### src/rtl/sd_spi_responder.sv
// rtl/sd_spi_responder.sv - SPI-mode microSD card responder with CMD17 block reads
//
// Ports:
//   control_clk_i  system clock; SCK is oversampled, its period must be >= 8 clocks
//   control_rst_i  asynchronous active-high reset
//   SCK, SS, MOSI  SPI mode 0 inputs from the master (SS active low, MSB first)
//   MISO           serial data to the master, MSB first
//   mem_addr_o     byte address into the card image
//   mem_re_o       one-cycle image read strobe
//   mem_data_i     image byte, valid the cycle after mem_re_o
//   idle_o         card idle-state flag (R1 bit 0)
//   cmd_valid_o    one-cycle pulse per decoded command frame
//   cmd_index_o    index of the last decoded command

module sd_spi_responder #(
  parameter int NCR_BYTES   = 1,
  parameter int NAC_BYTES   = 2,
  parameter int BLOCK_BYTES = 512
) (
  input  logic        control_clk_i,
  input  logic        control_rst_i,
  input  logic        SCK,
  input  logic        SS,
  input  logic        MOSI,
  output logic        MISO,
  output logic [31:0] mem_addr_o,
  output logic        mem_re_o,
  input  logic [7:0]  mem_data_i,
  output logic        idle_o,
  output logic        cmd_valid_o,
  output logic [5:0]  cmd_index_o
);

  typedef enum logic [2:0] {
    S_HUNT, S_CMD, S_NCR, S_RESP, S_NAC, S_TOKEN, S_DATA, S_CRC
  } state_t;

  state_t      state_q, state_d;
  logic        sck_meta_q, sck_meta_d, sck_sync_q, sck_sync_d, sck_prev_q, sck_prev_d;
  logic        ss_meta_q, ss_meta_d, ss_sync_q, ss_sync_d;
  logic        mosi_meta_q, mosi_meta_d, mosi_sync_q, mosi_sync_d;
  logic [2:0]  bit_cnt_q, bit_cnt_d;
  logic [31:0] byte_cnt_q, byte_cnt_d;
  logic [6:0]  rx_q, rx_d;
  logic [7:0]  tx_q, tx_d;
  logic        miso_q, miso_d;
  logic [5:0]  idx_q, idx_d;
  logic [31:0] arg_q, arg_d;
  logic [39:0] resp_q, resp_d;
  logic        resp_r7_q, resp_r7_d;
  logic        read_q, read_d;
  logic        idle_q, idle_d;
  logic        app_q, app_d;
  logic        cmd_valid_q, cmd_valid_d;
  logic [5:0]  cmd_index_q, cmd_index_d;
  logic [31:0] addr_q, addr_d;
  logic        re_q, re_d;
  logic        re_dly_q, re_dly_d;
  logic [7:0]  pre_q, pre_d;

  logic        sck_rise, sck_fall;
  logic [7:0]  rx_byte;
  logic [7:0]  next_byte;
  logic [7:0]  r1;
  logic        r7;

  always_comb begin
    sck_meta_d  = SCK;
    sck_sync_d  = sck_meta_q;
    sck_prev_d  = sck_sync_q;
    ss_meta_d   = SS;
    ss_sync_d   = ss_meta_q;
    mosi_meta_d = MOSI;
    mosi_sync_d = mosi_meta_q;
    state_d     = state_q;
    bit_cnt_d   = bit_cnt_q;
    byte_cnt_d  = byte_cnt_q;
    rx_d        = rx_q;
    tx_d        = tx_q;
    miso_d      = miso_q;
    idx_d       = idx_q;
    arg_d       = arg_q;
    resp_d      = resp_q;
    resp_r7_d   = resp_r7_q;
    read_d      = read_q;
    idle_d      = idle_q;
    app_d       = app_q;
    cmd_valid_d = 1'b0;
    cmd_index_d = cmd_index_q;
    addr_d      = addr_q;
    re_d        = 1'b0;
    re_dly_d    = re_q;
    // Image data arrives the cycle after the strobe; grab it one cycle later still.
    pre_d       = re_dly_q ? mem_data_i : pre_q;
    sck_rise    = sck_sync_q & ~sck_prev_q;
    sck_fall    = ~sck_sync_q & sck_prev_q;
    rx_byte     = {rx_q, mosi_sync_q};
    next_byte   = 8'hFF;
    r1          = 8'hFF;
    r7          = 1'b0;

    if (ss_sync_q) begin
      // Deselected: abandon any transfer, card state (idle/app) is kept.
      state_d    = S_HUNT;
      bit_cnt_d  = 3'd0;
      byte_cnt_d = 32'd0;
      rx_d       = 7'd0;
      tx_d       = 8'hFF;
      miso_d     = 1'b1;
    end else if (sck_rise) begin
      rx_d      = rx_byte[6:0];
      bit_cnt_d = bit_cnt_q + 3'd1;
      if (bit_cnt_q == 3'd7) begin
        byte_cnt_d = byte_cnt_q + 32'd1;
        case (state_q)
          S_HUNT: begin
            byte_cnt_d = 32'd0;
            if (rx_byte[7:6] == 2'b01) begin
              idx_d   = rx_byte[5:0];
              state_d = S_CMD;
            end
          end
          S_CMD: begin
            if (byte_cnt_q < 32'd4) begin
              arg_d = {arg_q[23:0], rx_byte};
            end else begin
              byte_cnt_d = 32'd0;
              if (!rx_byte[0]) begin
                state_d = S_HUNT;
              end else begin
                cmd_valid_d = 1'b1;
                cmd_index_d = idx_q;
                app_d       = 1'b0;
                read_d      = 1'b0;
                case (idx_q)
                  6'd0: begin
                    idle_d = 1'b1;
                    r1     = 8'h01;
                  end
                  6'd8: begin
                    r1 = {7'd0, idle_q};
                    r7 = 1'b1;
                  end
                  6'd55: begin
                    app_d = 1'b1;
                    r1    = {7'd0, idle_q};
                  end
                  6'd41: begin
                    if (app_q) begin
                      idle_d = 1'b0;
                      r1     = 8'h00;
                    end else begin
                      r1 = {5'd0, 1'b1, 1'b0, idle_q};
                    end
                  end
                  6'd16: r1 = {7'd0, idle_q};
                  6'd17: begin
                    if (!idle_q) begin
                      r1     = 8'h00;
                      read_d = 1'b1;
                    end else begin
                      r1 = 8'h05;
                    end
                  end
                  default: r1 = {5'd0, 1'b1, 1'b0, idle_q};
                endcase
                resp_d    = {r1, 8'h00, 8'h00, 4'h0, arg_q[11:8], arg_q[7:0]};
                resp_r7_d = r7;
                state_d   = S_NCR;
              end
            end
          end
          S_NCR: begin
            if (byte_cnt_q == 32'(NCR_BYTES - 1)) begin
              next_byte  = resp_q[39:32];
              resp_d     = {resp_q[31:0], 8'hFF};
              state_d    = S_RESP;
              byte_cnt_d = 32'd0;
            end
          end
          S_RESP: begin
            if (byte_cnt_q == (resp_r7_q ? 32'd4 : 32'd0)) begin
              byte_cnt_d = 32'd0;
              if (!read_q) begin
                state_d = S_HUNT;
              end else if (NAC_BYTES == 0) begin
                // Token goes out next, so byte 0 is fetched right now.
                next_byte = 8'hFE;
                state_d   = S_TOKEN;
                addr_d    = arg_q * 32'(BLOCK_BYTES);
                re_d      = 1'b1;
              end else begin
                state_d = S_NAC;
              end
            end else begin
              next_byte = resp_q[39:32];
              resp_d    = {resp_q[31:0], 8'hFF};
            end
          end
          S_NAC: begin
            if (byte_cnt_q == 32'(NAC_BYTES - 1)) begin
              next_byte  = 8'hFE;
              state_d    = S_TOKEN;
              byte_cnt_d = 32'd0;
              addr_d     = arg_q * 32'(BLOCK_BYTES);
              re_d       = 1'b1;
            end
          end
          S_TOKEN: begin
            next_byte  = pre_q;
            state_d    = S_DATA;
            byte_cnt_d = 32'd0;
            if (BLOCK_BYTES > 1) begin
              addr_d = addr_q + 32'd1;
              re_d   = 1'b1;
            end
          end
          S_DATA: begin
            // byte_cnt_q is the index of the data byte that just finished.
            if (byte_cnt_q == 32'(BLOCK_BYTES - 1)) begin
              state_d    = S_CRC;
              byte_cnt_d = 32'd0;
            end else begin
              next_byte = pre_q;
              if (byte_cnt_q + 32'd2 < 32'(BLOCK_BYTES)) begin
                addr_d = addr_q + 32'd1;
                re_d   = 1'b1;
              end
            end
          end
          S_CRC: begin
            if (byte_cnt_q == 32'd1) begin
              state_d    = S_HUNT;
              byte_cnt_d = 32'd0;
            end
          end
          default: begin
            state_d    = S_HUNT;
            byte_cnt_d = 32'd0;
          end
        endcase
        // The next byte's MSB is presented as soon as the current byte completes.
        miso_d = next_byte[7];
        tx_d   = {next_byte[6:0], 1'b1};
      end
    end else if (sck_fall && bit_cnt_q != 3'd0) begin
      // The fall right after a byte boundary keeps the MSB already presented.
      miso_d = tx_q[7];
      tx_d   = {tx_q[6:0], 1'b1};
    end
  end

  always_ff @(posedge control_clk_i or posedge control_rst_i) begin
    if (control_rst_i) begin
      state_q     <= S_HUNT;
      sck_meta_q  <= 1'b0;
      sck_sync_q  <= 1'b0;
      sck_prev_q  <= 1'b0;
      ss_meta_q   <= 1'b1;
      ss_sync_q   <= 1'b1;
      mosi_meta_q <= 1'b1;
      mosi_sync_q <= 1'b1;
      bit_cnt_q   <= 3'd0;
      byte_cnt_q  <= 32'd0;
      rx_q        <= 7'd0;
      tx_q        <= 8'hFF;
      miso_q      <= 1'b1;
      idx_q       <= 6'd0;
      arg_q       <= 32'd0;
      resp_q      <= 40'hFF_FFFF_FFFF;
      resp_r7_q   <= 1'b0;
      read_q      <= 1'b0;
      idle_q      <= 1'b1;
      app_q       <= 1'b0;
      cmd_valid_q <= 1'b0;
      cmd_index_q <= 6'd0;
      addr_q      <= 32'd0;
      re_q        <= 1'b0;
      re_dly_q    <= 1'b0;
      pre_q       <= 8'hFF;
    end else begin
      state_q     <= state_d;
      sck_meta_q  <= sck_meta_d;
      sck_sync_q  <= sck_sync_d;
      sck_prev_q  <= sck_prev_d;
      ss_meta_q   <= ss_meta_d;
      ss_sync_q   <= ss_sync_d;
      mosi_meta_q <= mosi_meta_d;
      mosi_sync_q <= mosi_sync_d;
      bit_cnt_q   <= bit_cnt_d;
      byte_cnt_q  <= byte_cnt_d;
      rx_q        <= rx_d;
      tx_q        <= tx_d;
      miso_q      <= miso_d;
      idx_q       <= idx_d;
      arg_q       <= arg_d;
      resp_q      <= resp_d;
      resp_r7_q   <= resp_r7_d;
      read_q      <= read_d;
      idle_q      <= idle_d;
      app_q       <= app_d;
      cmd_valid_q <= cmd_valid_d;
      cmd_index_q <= cmd_index_d;
      addr_q      <= addr_d;
      re_q        <= re_d;
      re_dly_q    <= re_dly_d;
      pre_q       <= pre_d;
    end
  end

  assign MISO        = miso_q;
  assign mem_addr_o  = addr_q;
  assign mem_re_o    = re_q;
  assign idle_o      = idle_q;
  assign cmd_valid_o = cmd_valid_q;
  assign cmd_index_o = cmd_index_q;

endmodule

### config.mk
export PLATFORM = sky130hd
export DESIGN_NAME = sd_spi_responder
export DESIGN_NICKNAME = d
export VERILOG_FILES = /design/src/rtl/sd_spi_responder.sv
export SDC_FILE = /design/constraint.sdc
export NUM_CORES = 1
export LEC_CHECK = 0
export ABC_AREA = 0
export CORE_MARGIN = 2
export CORE_UTILIZATION = 40
export CTS_CLUSTER_SIZE = 30
export DETAILED_ROUTE_END_ITERATION = 7
export GPL_TIMING_DRIVEN = 1
export PLACE_DENSITY = 0.67
export REMOVE_ABC_BUFFERS = 1
export SKIP_LAST_GASP = 1
export SLEW_MARGIN = 10
export SYNTH_ARGS = -nofsm -noshare
export SYNTH_HDL_FRONTEND = slang
export SYNTH_SLANG_ARGS = --single-unit
### constraint.sdc
create_clock -name control_clk_i -period 5.72 [get_ports control_clk_i]
set_clock_uncertainty 0.2 [all_clocks]
set_input_delay 0.858 -clock control_clk_i [delete_from_list [all_inputs] [get_ports control_clk_i]]
set_output_delay 0.858 -clock control_clk_i [all_outputs]
set_load 0.005 [all_outputs]
==> results.json <==
{
  "status": "finished, final reports clean",
  "critical_path.startpoint": "byte_cnt_q[2]",
  "hp-class": "reg2reg",
  "drive_above_1_share_pct": 17.8,
  "cp_max_fo": 26,
  "post-cts-setup-buffers": 0,
  "finalSetupViolations": 0,
  "clockBufferDepth": 2,
  "first_pass_iters": 5,
  "cts_resized": 0,
  "grt_overflow_total": 0,
  "synth_top_family_by_area": "simple AND/OR/NAND/NOR gates",
  "synth_warnings": 0,
  "synthAdderAreaFrac_pct": 0.891,
  "htreeDepth": 4,
  "track_usage_pct": 18.7,
  "synth_seq_cells": 182,
  "synth_top_area_cell": "dfrtp_1",
  "nets": 1081,
  "placed_area_sq_um": 10500,
  "maxSlewViolCount": 0,
  "hold_viol_final": 0,
  "end_kind": "flop",
  "synthesis.area_sq_um": 9830,
  "gp_congestion": 0.899,
  "die_h_um": 161,
  "area_growth_pct": 13.0,
  "dp_cells": 1366,
  "fmax_mhz": 244,
  "setup.worst_path.class": "reg2reg",
  "min_period_ns": 4.09,
  "r2r_start": "byte_cnt_q[2]",
  "postSynthAreaPerCell_sq_um": 9.31,
  "crit_required_ns": 5.82,
  "finalWirelength_um": 23200,
  "synthSimpleGateAreaFrac_pct": 23.3,
  "numCtsBuffers": 17,
  "port_buffers": 54,
  "drc": 0,
  "stdcell_area_sq_um": 11100,
  "place_ws_ns": 1.67,
  "async_flop_share_pct": 100,
  "dp_hpwl_um": 15200,
  "vias": 7867,
  "cts_root_buffer": "clkbuf_16",
  "cts.sinks": 182,
  "synth_compound_area_share_pct": 18.0,
  "rows": 57,
  "synth_edf_count": 0,
  "synth_cell_types": 79,
  "die_w_um": 161,
  "antenna_found_initial": 0,
  "synthMuxAreaShare_pct": 5.07,
  "worst_pin_slew_ns": 1.08,
  "slew_headroom_pct": 27.8,
  "start_util_pct": 40.5,
  "io_pins": 55,
  "peakVddDrop_mv": 0.181,
  "rsz0062_at_grt": "false",
  "cts_hold_buf": 0,
  "synth_common_cells": "209 x nand2_1, 121 x dfrtp_1, 90 x o21ai_0",
  "insertion_delay_ns": 0.43,
  "worst_slack_ns": 1.63,
  "finalNonFillerCells": 1398,
  "leakagePower_nw": 4.35,
  "yosys-top-cells-area": "dfrtp_1 31%, dfstp_2 16%, nand2_1 8.0%",
  "fp.coreArea_sq_um": 24200,
  "whs_ns": 0.152,
  "ant_nets": 0,
  "routedWlPerCell_um": 16.6,
  "grt_pass1_vias": 7482,
  "worstPathArrival_ns": 4.19,
  "netlist.area_leader.share_pct": 30.8,
  "diodes": 0,
  "ff2ff_path_depth": 9,
  "path_clk_slew_ns": 0.08,
  "drv_cap": 0,
  "synth_xor_area_share_pct": 0.802,
  "synth_ff_type": "dfrtp_1",
  "synth-seq-area-share_pct": 47.1,
  "finalCritPeriodShare_pct": 71.5,
  "fp.dieArea_sq_um": 25800,
  "p_per_area_nw_per_um2": 234,
  "timing.rr.end": "mem_addr_o[25]",
  "grt_first_pass_wirelength_um": 39400,
  "grt_max_degree": 105,
  "synth_most_common_cell": "nand2_1",
  "crit_path_end": "mem_addr_o[25]",
  "vias_per_cell": 5.63,
  "synthCells": 1056,
  "cts_tree": "built",
  "drt_iter0_drc": 616,
  "startpoint_type": "flop",
  "regToRegSetupSlack_ns": 1.63
}
[kinds of logic after synthesis]
| family | Yosys count |
|---|---|
| buf+inv | 101 |
| flops | 182 |
| xor+xnor | 9 |
| fa+ha+maj | 7 |
| compound gates | 268 |
| simple gates | 444 |
| mux | 45 |
[power by group]
group | switching [mW] | internal, mW
clock network | 0.579 | 0.645
logic | 0.0429 | 0.0178
registers | 0.00837 | 1.30
[worst min path at each step]
stage                start           to  depth (start not counted)
6_report        sck_meta_q   sck_prev_d                          0
4_1_cts         sck_meta_q   sck_prev_d                          0
3_5_place_dp    sck_meta_q   sck_prev_d                          0
3_3_place_gp   mosi_meta_q  mosi_sync_q                          0
5_1_grt         sck_meta_q   sck_prev_d                          0
2_1_floorplan   sck_meta_q   sck_prev_d                          0
[flip-flops by register name (all words and copies together), names as in the netlist, 3 cells and up]
signal       cells
resp_q          40
byte_cnt_q      32
mem_addr_o      32
arg_q           23
pre_q            8
rx_q             7
tx_q             7
cmd_index_o      6
idx_q            6
bit_cnt_q        3
state_q          3
[stage by stage]
step	total power, mW	TNS, ns	utilization [%]
2_1_floorplan	1.37	-21.87	-
3_3_place_gp	1.40	0	43.3
3_5_place_dp	1.40	0	43.3
4_1_cts	2.62	0	45.8
5_1_grt	2.69	0	45.8
6_report	2.60	0	45.8
[metal layers]
| metal | wire length (um) | GRT usage (%) | part of all wire (%) |
|---|---|---|---|
| met1 | 11300 | 27.1 | 49 |
| met2 | 10500 | 28.5 | 45 |
| met3 | 1080 | 3.20 | 4.6 |
| met4 | 383 | 5.84 | 1.6 |
| met5 | 0 | 0 | 0 |
[area by class of cell]
type	instances	area (sq um)
Fill cell	2328	13100
Tap cell	324	405
Inverter	24	97.6
Multi-Input combinational cell	773	4750
Timing Repair Buffer	63	608
Clock buffer	18	439
Clock inverter	14	179
Sequential cell	182	4630
[critical path: stages (launching register included)]
cell	delay, ns
dfrtp_1	0.58
nand4_2	0.31
nor4_4	0.54
and4bb_1	0.29
o211ai_2	0.10
nor4_4	0.35
a21bo_1	0.88
nand2_4	0.23
inv_4	0.33
a22oi_1	0.14
[cell usage in the layout (no fill, tap or decap), drive strengths merged, types with 3 or more instances in the layout]
master         instances
nand4                 26
mux2i                  7
nor4                  21
o21ai                106
nand2b                 7
a21o                   3
xnor2                  3
mux2                  38
xor2                   6
dfstp                 61
a31oi                 29
a22o                   8
clkinv                 6
a21oi                 50
o311ai                14
nor2b                  6
clkbuf                18
nand3                 50
a31o                   3
or3                   13
and2                  13
and4                   8
buf                    9
clkdlybuf4s50         54
nor3                  21
o22ai                 15
nand2                210
inv                   31
dfrtp                121
and3                  13
nor2                  44
o31ai                 13
ha                     7
o41ai                  8
Note: power is estimated with default switching activity, not from simulation.
